[src/rtl/synthesijer_fmul32_core.sv]
// Pipelined IEEE-754 binary32 multiplier (flush-to-zero, round-to-nearest-even).
// Define SYNTHESIJER_FMUL32_OUTREG_EN to add one output register stage (latency 4 instead of 3).
module synthesijer_fmul32_core (
  input  logic        clk,
  input  logic        reset,
  input  logic [31:0] s_axis_a_tdata,
  input  logic        s_axis_a_tvalid,
  input  logic [31:0] s_axis_b_tdata,
  input  logic        s_axis_b_tvalid,
  output logic [31:0] m_axis_result_tdata,
  output logic        m_axis_result_tvalid
);
  // Handshake: no tready anywhere. An operand pair is taken on any edge where both
  // tvalids are high, and each product leaves as a single-cycle m_axis_result_tvalid pulse.
  typedef enum logic [1:0] {CLS_NUM, CLS_ZERO, CLS_INF, CLS_NAN} cls_e;

  function automatic cls_e classify(input logic [31:0] x);
    if (x[30:23] == 8'd0)       return CLS_ZERO;
    else if (x[30:23] == 8'hFF) return (x[22:0] != 23'd0) ? CLS_NAN : CLS_INF;
    else                        return CLS_NUM;
  endfunction

  logic accept;
  assign accept = s_axis_a_tvalid & s_axis_b_tvalid;

  // Stage 1: unpack and classify
  cls_e              cls_a, cls_b, cls1_d, cls1_q;
  logic              sign1_d, sign1_q;
  logic signed [9:0] exp1_d, exp1_q;
  logic [23:0]       mant_a1_q, mant_b1_q;
  logic              v1_q;

  always_comb begin
    cls_a   = classify(s_axis_a_tdata);
    cls_b   = classify(s_axis_b_tdata);
    sign1_d = s_axis_a_tdata[31] ^ s_axis_b_tdata[31];
    exp1_d  = {2'b00, s_axis_a_tdata[30:23]} + {2'b00, s_axis_b_tdata[30:23]} - 10'sd127;
    if (cls_a == CLS_NAN || cls_b == CLS_NAN ||
        (cls_a == CLS_INF && cls_b == CLS_ZERO) || (cls_a == CLS_ZERO && cls_b == CLS_INF))
      cls1_d = CLS_NAN;
    else if (cls_a == CLS_INF || cls_b == CLS_INF)
      cls1_d = CLS_INF;
    else if (cls_a == CLS_ZERO || cls_b == CLS_ZERO)
      cls1_d = CLS_ZERO;
    else
      cls1_d = CLS_NUM;
  end

  // Stage 2: mantissa product
  cls_e              cls2_q;
  logic              sign2_q;
  logic signed [9:0] exp2_q;
  logic [47:0]       prod2_d, prod2_q;
  logic              v2_q;

  assign prod2_d = {24'd0, mant_a1_q} * {24'd0, mant_b1_q};

  // Stage 3: normalise and extract guard/sticky
  cls_e              cls3_q;
  logic              sign3_q;
  logic signed [9:0] exp3_d, exp3_q;
  logic [23:0]       mant3_d, mant3_q;
  logic              guard3_d, guard3_q, sticky3_d, sticky3_q;
  logic              v3_q;

  always_comb begin
    if (prod2_q[47]) begin
      mant3_d   = prod2_q[47:24];
      guard3_d  = prod2_q[23];
      sticky3_d = |prod2_q[22:0];
      exp3_d    = exp2_q + 10'sd1;
    end else begin
      mant3_d   = prod2_q[46:23];
      guard3_d  = prod2_q[22];
      sticky3_d = |prod2_q[21:0];
      exp3_d    = exp2_q;
    end
  end

  // Round to nearest even, renormalise on carry-out, then pack or substitute specials
  logic              round_up;
  logic [24:0]       mant_r;
  logic [22:0]       frac_r;
  logic signed [9:0] exp_r;
  logic [31:0]       res_d, tdata_q;
  logic              tvalid_q;

  always_comb begin
    round_up = guard3_q & (sticky3_q | mant3_q[0]);
    mant_r   = {1'b0, mant3_q} + {24'd0, round_up};
    if (mant_r[24]) begin
      frac_r = mant_r[23:1];
      exp_r  = exp3_q + 10'sd1;
    end else begin
      frac_r = mant_r[22:0];
      exp_r  = exp3_q;
    end
    res_d = {sign3_q, 31'd0};
    case (cls3_q)
      CLS_NAN:  res_d = 32'h7FC0_0000;
      CLS_INF:  res_d = {sign3_q, 8'hFF, 23'd0};
      CLS_ZERO: res_d = {sign3_q, 31'd0};
      default: begin
        if (exp_r <= 10'sd0)        res_d = {sign3_q, 31'd0};
        else if (exp_r >= 10'sd255) res_d = {sign3_q, 8'hFF, 23'd0};
        else                        res_d = {sign3_q, exp_r[7:0], frac_r};
      end
    endcase
  end

  // Datapath registers run freely; only the valid chain and visible output carry reset.
  always_ff @(posedge clk) begin
    cls1_q    <= cls1_d;
    sign1_q   <= sign1_d;
    exp1_q    <= exp1_d;
    mant_a1_q <= {1'b1, s_axis_a_tdata[22:0]};
    mant_b1_q <= {1'b1, s_axis_b_tdata[22:0]};
    cls2_q    <= cls1_q;
    sign2_q   <= sign1_q;
    exp2_q    <= exp1_q;
    prod2_q   <= prod2_d;
    cls3_q    <= cls2_q;
    sign3_q   <= sign2_q;
    exp3_q    <= exp3_d;
    mant3_q   <= mant3_d;
    guard3_q  <= guard3_d;
    sticky3_q <= sticky3_d;
  end

  always_ff @(posedge clk) begin
    if (reset) begin
      v1_q     <= 1'b0;
      v2_q     <= 1'b0;
      v3_q     <= 1'b0;
      tvalid_q <= 1'b0;
      tdata_q  <= 32'd0;
    end else begin
      v1_q     <= accept;
      v2_q     <= v1_q;
      v3_q     <= v2_q;
      tvalid_q <= v3_q;
      if (v3_q) tdata_q <= res_d;
    end
  end

`ifdef SYNTHESIJER_FMUL32_OUTREG_EN
  logic [31:0] tdata_o_q;
  logic        tvalid_o_q;

  always_ff @(posedge clk) begin
    if (reset) begin
      tvalid_o_q <= 1'b0;
      tdata_o_q  <= 32'd0;
    end else begin
      tvalid_o_q <= tvalid_q;
      if (tvalid_q) tdata_o_q <= tdata_q;
    end
  end

  assign m_axis_result_tdata  = tdata_o_q;
  assign m_axis_result_tvalid = tvalid_o_q;
`else
  assign m_axis_result_tdata  = tdata_q;
  assign m_axis_result_tvalid = tvalid_q;
`endif
endmodule

[config.mk]
export PLATFORM = sky130hd
export DESIGN_NAME = synthesijer_fmul32_core
export DESIGN_NICKNAME = d
export VERILOG_FILES = /design/src/rtl/synthesijer_fmul32_core.sv
export SDC_FILE = /design/constraint.sdc
export NUM_CORES = 2
export LEC_CHECK = 0
export BUFFER_PORTS_ARGS = -buffer_cell sky130_fd_sc_hd__buf_4
export CAP_MARGIN = 30
export CORE_UTILIZATION = 25
export CTS_CLUSTER_DIAMETER = 120
export DETAILED_ROUTE_END_ITERATION = 12
export PLACE_DENSITY = 0.37
export SYNTH_ARGS = -nofsm -noshare
export SYNTH_HDL_FRONTEND = slang
export SYNTH_SLANG_ARGS = --single-unit
[constraint.sdc]
create_clock -name clk -period 10.07 [get_ports clk]
set_input_delay 2.014 -clock clk [delete_from_list [all_inputs] [get_ports clk]]
set_output_delay 2.014 -clock clk [all_outputs]
set_load 0.01 [all_outputs]
# --- Word-level counts from Yosys, hierarchy flattened ---
# Index checks and enable logic that the tools add are counted.
word_totals:
  latchBits: 0
  ramBits: 0
  n_memories: 0
  reg_bits: 195
  romBits: 0
classes:
  n_reduce_logical: 14
  n_addsub: 5
  n_mul: 1
  n_div: 0
  shift: 0
  eq_ne: 11
  n_bitwise: 4
  n_mux: 17
  n_lt_le_gt_ge: 2
ops:
  columns: ["cell", "n"]
  rows:
  - ["$pmux 32 s3", 1]
  - ["$mux 31", 2]
  - ["$mul 24x24->48", 1]
  - ["$mux 23", 2]
  - ["$reduce_bool 23->1", 2]
  - ["$add 24x1->25", 1]
  - ["$reduce_or 23->1", 1]
  - ["$reduce_or 22->1", 1]
  - ["$add 10x2->10 const B", 2]
  - ["$mux 10", 2]
  - ["$eq 8x8->1 const B", 2]
  - ["$logic_not 8->1", 2]
  - ["$eq 2x2->1 const B", 6]
  - ["$ge 10x9->1 const B", 1]
  - ["$le 10x1->1 const B", 1]
  - ["$sub 9x7->10 const B", 1]
  - ["$add 8x8->9", 1]
  - ["$mux 2", 4]
  - ["$eq 2x1->1 const B", 3]
  - ["$mux 1", 6]
  - ["$logic_or 1x1->1", 5]
  - ["$and 1x1->1", 2]
  - ["$logic_and 1x1->1", 2]
  - ["$reduce_or 2->1", 1]
  - ["other kinds (2)", 2]

# --- Logic depth before layout (Yosys ltp) ---
depth:
  ltp_word: 9
  mapped_depth: 26
  ltp_nobuf: 24

# --- Worst setup path after synthesis ---
# OpenSTA, ideal clock, no wires.
synth_timing:
  path_kind: "reg2reg"
  from: "reg mant_a1_q[13]"
  to: "reg prod2_q[47]"
  synth_period_minus_slack_ps: 6618
  stages_incl_launch_ff: 26
  slack_ps: 3452
  n_path_buf: 1
  required_ps: 9942
  arrival_time_ps: 6490
  path_cell_list: "dfxtp_1 clkbuf_1 nand2_1 fa_1 inv_1 fa_1 inv_1 fa_1 inv_1 fa_1 inv_1 fa_1 inv_1 fa_1 inv_1 fa_1 inv_1 ha_1 a21oi_1 o21ai_0 a211oi_1 a311oi_1 o31a_1 a211oi_1 mux2i_1 nand4_1"
synth_between:
  elab_chain_len: 1
synth_lines:
  columns: ["item", "line", "rtl"]
  rows:
  - ["start, declared", "30", "logic [23:0] mant_a1_q, mant_b1_q;"]
  - ["start signal, assigned", "116", "mant_a1_q <= {1'b1, s_axis_a_tdata[22:0]};"]
  - ["$mul 24x24->48", "56", "assign prod2_d = {24'd0, mant_a1_q} * {24'd0, mant_b1_q};"]
  - ["named net prod2_d[47]", "53", "logic [47:0] prod2_d, prod2_q;"]
  - ["end signal, assigned", "121", "prod2_q <= prod2_d;"]
  - ["end, declared", "53", null]
# The timed path passes the listed nets, and every way through them passes these cells.
# A chain may end at the register's enable or synchronous reset.

# --- Final worst setup path ---
layout_timing:
  from: "reg mant_b1_q[8]"
  to: "reg prod2_q[47]"
layout_between:
  elab_chain_len: 1
layout_lines:
  columns: ["item", "line", "rtl"]
  rows:
  - ["start, declared", "30", null]
  - ["start signal, assigned", "117", "mant_b1_q <= {1'b1, s_axis_b_tdata[22:0]};"]
  - ["$mul 24x24->48", "56", null]
  - ["named net prod2_d[47]", "53", null]
# The timed path passes the listed nets, and every way through them passes these cells.

==> results.cfg <==
[run_status]
status = completed

[synthesis]
synth_area_mm2 = 0.02500
synth-async-reset-ratio = 0
syn-num-nets = 3410
syn_avg_cell_area_um2 = 9.374
yosys_warnings = 0
synth_cell_types = 64
synthCells = 2667
ys_ff_latch = 195
synth-seq-area-share = 0.1561
synth-edff-count = 0
synthFlopType = dfxtp_1

[hold_path]
hold_end = cls2_q[1]
min_path_cells = 0
hp-start = cls1_q[1]
hold_class = reg -> reg

[final_layout]
fillers = 10504
area_growth_pct = 12.44
finalNetCount = 3470
final_common_cell = inv_1
drive_gt1_frac = 0.08361
instances_no_fill = 4027
layout_common_cells = inv_1 (569), fa_1 (483), nand2_1 (322)

[detailed_routing]
vias_per_cell = 4.395
dr.pass1.iters = 5
vias = 17699
wire_per_inst_um = 19.98
drt-total-wl_um = 80450
dr.first_iter.drc_count = 922
drc = 0
ant_nets = 0

[clock_network]
numCtsBuffers = 17
post_cts_buffers = 0
cts_max_level = 4
clk_pin_slew_worst_paths_ps = 80
ctsHoldBuffers = 0
clock-sinks = 195
root_buffer = clkbuf_16
clock_path_buffers = 2
cts_resized = 0
cts_tree = done
clock_latency_ps = 500

[setup_path]
ff2ff_path_depth = 24
cpPeakStageDelay_ps = 680
cpMaxStageDelayCell = dfxtp_1
critPathLaunchType = register
ff2ff_setup_slack_ps = 1820
cp.required_ps = 10440
path_cells = clkinv_1 -> nor2_1 -> fa_1 -> fa_1 -> inv_1 -> fa_1 -> inv_1 -> fa_1 -> inv_1 -> fa_1 -> inv_1 -> fa_1 -> inv_1 -> fa_1 -> inv_1 -> ha_1 -> a21oi_1 -> o21ai_0 -> a211oi_1 -> a311oi_1 -> o31a_1 -> a211oi_1 -> mux2i_1 -> nand4_1
r2r-start = mant_b1_q[8]
critPathMaxFanout = 9
arrival_ps = 8620
criticalPathCategory = reg -> reg
endpoint_kind = register
crit_top_cell = fa_1
r2r-end = prod2_q[47]

[placed_design]
io_buffer_count = 100
preCtsSetupSlack_ps = 1705
hpwl_um = 64850
globalplace.congestion = 0.8306
dpl.cell_count = 3994

[floorplan]
die_area_mm2 = 0.1013
dieHeight_um = 318.2
pin_count = 101
initial_core_util = 0.2533
core_area_mm2 = 0.09871
die_w_um = 318.2
rows = 115

[timing]
fin_skew_ps = 21.95
finalSetupViolCount = 0
rsz0062_at_grt = no
slew_violations = 0
relSlewSlack = 0.3440
period_share = 0.8196
worstMarginPinSlew_ps = 982.7
fin_tns_setup_ps = 0
hold_viol = 0
fmax_mhz = 121.2
setup_ws_ps = 1817
period_needed_ps = 8253

[grt]
grtUsageTotal = 0.1638
antenna_found_initial = 5
grt-ovfl-total = 0
grt_pass1_vias = 19592
grt_pass1_wl_um = 124300
grt_max_degree = 32

[job]
cap_violations = 0
==> registers in the layout, indices dropped and copies added, names as in the netlist <==
name	cells
cls1_q	2
cls2_q	2
cls3_q	2
exp1_q	10
exp2_q	10
exp3_q	10
guard3_q	1
m_axis_result_tdata	32
m_axis_result_tvalid	1
mant3_q	24
mant_a1_q	23
mant_b1_q	23
prod2_q	48
sign1_q	1
sign2_q	1
sign3_q	1
sticky3_q	1
v1_q	1
v2_q	1
v3_q	1
==> routing by layer <==
layer  GRT usage  vias up  wire length, um
met1      0.2255     9082            37920
met5           0        -               16
met3     0.02429       52             3365
li1            -     8193                -
met4     0.03983        4             1589
met2      0.2685      368            37560
==> worst max-delay path: cells and delay by family (launching register included) <==
family / cells / cell delay [ps]
AOI/OAI and AO/OA: 6 / 2170
buffers and inverters: 7 / 860
adders and majority gates: 8 / 3800
muxes: 1 / 240
and+or+nand+nor: 2 / 350
DFF: 1 / 680
==> kinds of logic (layout without fill, tap and decap cells) <==
family,after synthesis,after routing,share of synthesized area
buf+inv,681,753,0.1028
simple gates,812,812,0.1640
compound gates,194,194,0.05220
flops,195,195,0.1561
other cells,0,1,0
fa+ha+maj,675,675,0.4828
xor+xnor,78,78,0.02763
mux,32,32,0.01431
==> cell type report <==
cell class | instances | area, um2 | area share
Clock inverter | 12 | 137.6 | 0.004896
Timing Repair Buffer | 151 | 1329 | 0.04727
Multi-Input combinational cell | 1791 | 18530 | 0.6592
Tap cell | 1287 | 1610 | 0.05728
Sequential cell | 195 | 3904 | 0.1389
Antenna cell | 1 | 2.502 | 0.00008902
Clock buffer | 19 | 452.9 | 0.01611
Inverter | 571 | 2143 | 0.07624
==> synthesized netlist by cell type, drive strengths merged (11+ instances only) <==
library cell,count,area [um2]
nand2,322,1209
and2,262,1639
dfxtp,195,3904
clkbuf,104,390.4
nor4,26,192.7
a211oi,22,170.2
inv,569,2136
nor3,16,80.08
xor2,21,191.4
nand3,30,150.1
o21bai,14,108.9
nand2b,11,68.82
ha,192,2402
fa,483,9669
nor2,75,281.5
mux2,30,337.8
nand4,21,137.6
o21ai,38,193.9
xnor2,57,499.2
a21oi,46,230.2
and3,14,87.58
==> worst max-delay path by stage <==
stage                        from  slack, ps     endpoint  cells past startpoint
floorplan           mant_a1_q[13]       3450  prod2_q[47]                     25
global placement     mant_b1_q[8]       1060  prod2_q[47]                     24
detailed placement   mant_b1_q[8]       1710  prod2_q[47]                     24
CTS                  mant_b1_q[8]       1660  prod2_q[47]                     24
global route         mant_b1_q[8]       1420  prod2_q[47]                     24
finish               mant_b1_q[8]       1820  prod2_q[47]                     24
==> per-stage QoR <==
step | instance area [um2] | util | hold WS [ps]
global route | 28110 | 0.2848 | 338.5
CTS | 28090 | 0.2846 | 335.4
detailed placement | 27500 | 0.2786 | 314.3
finish | 28110 | 0.2848 | 331.8
floorplan | 25000 | - | 309.6
global placement | 27230 | 0.2759 | 310.4
Power is left out: the tool's default activity adds up to more than one toggle a clock period on the data nets, which glitch-free logic cannot reach.
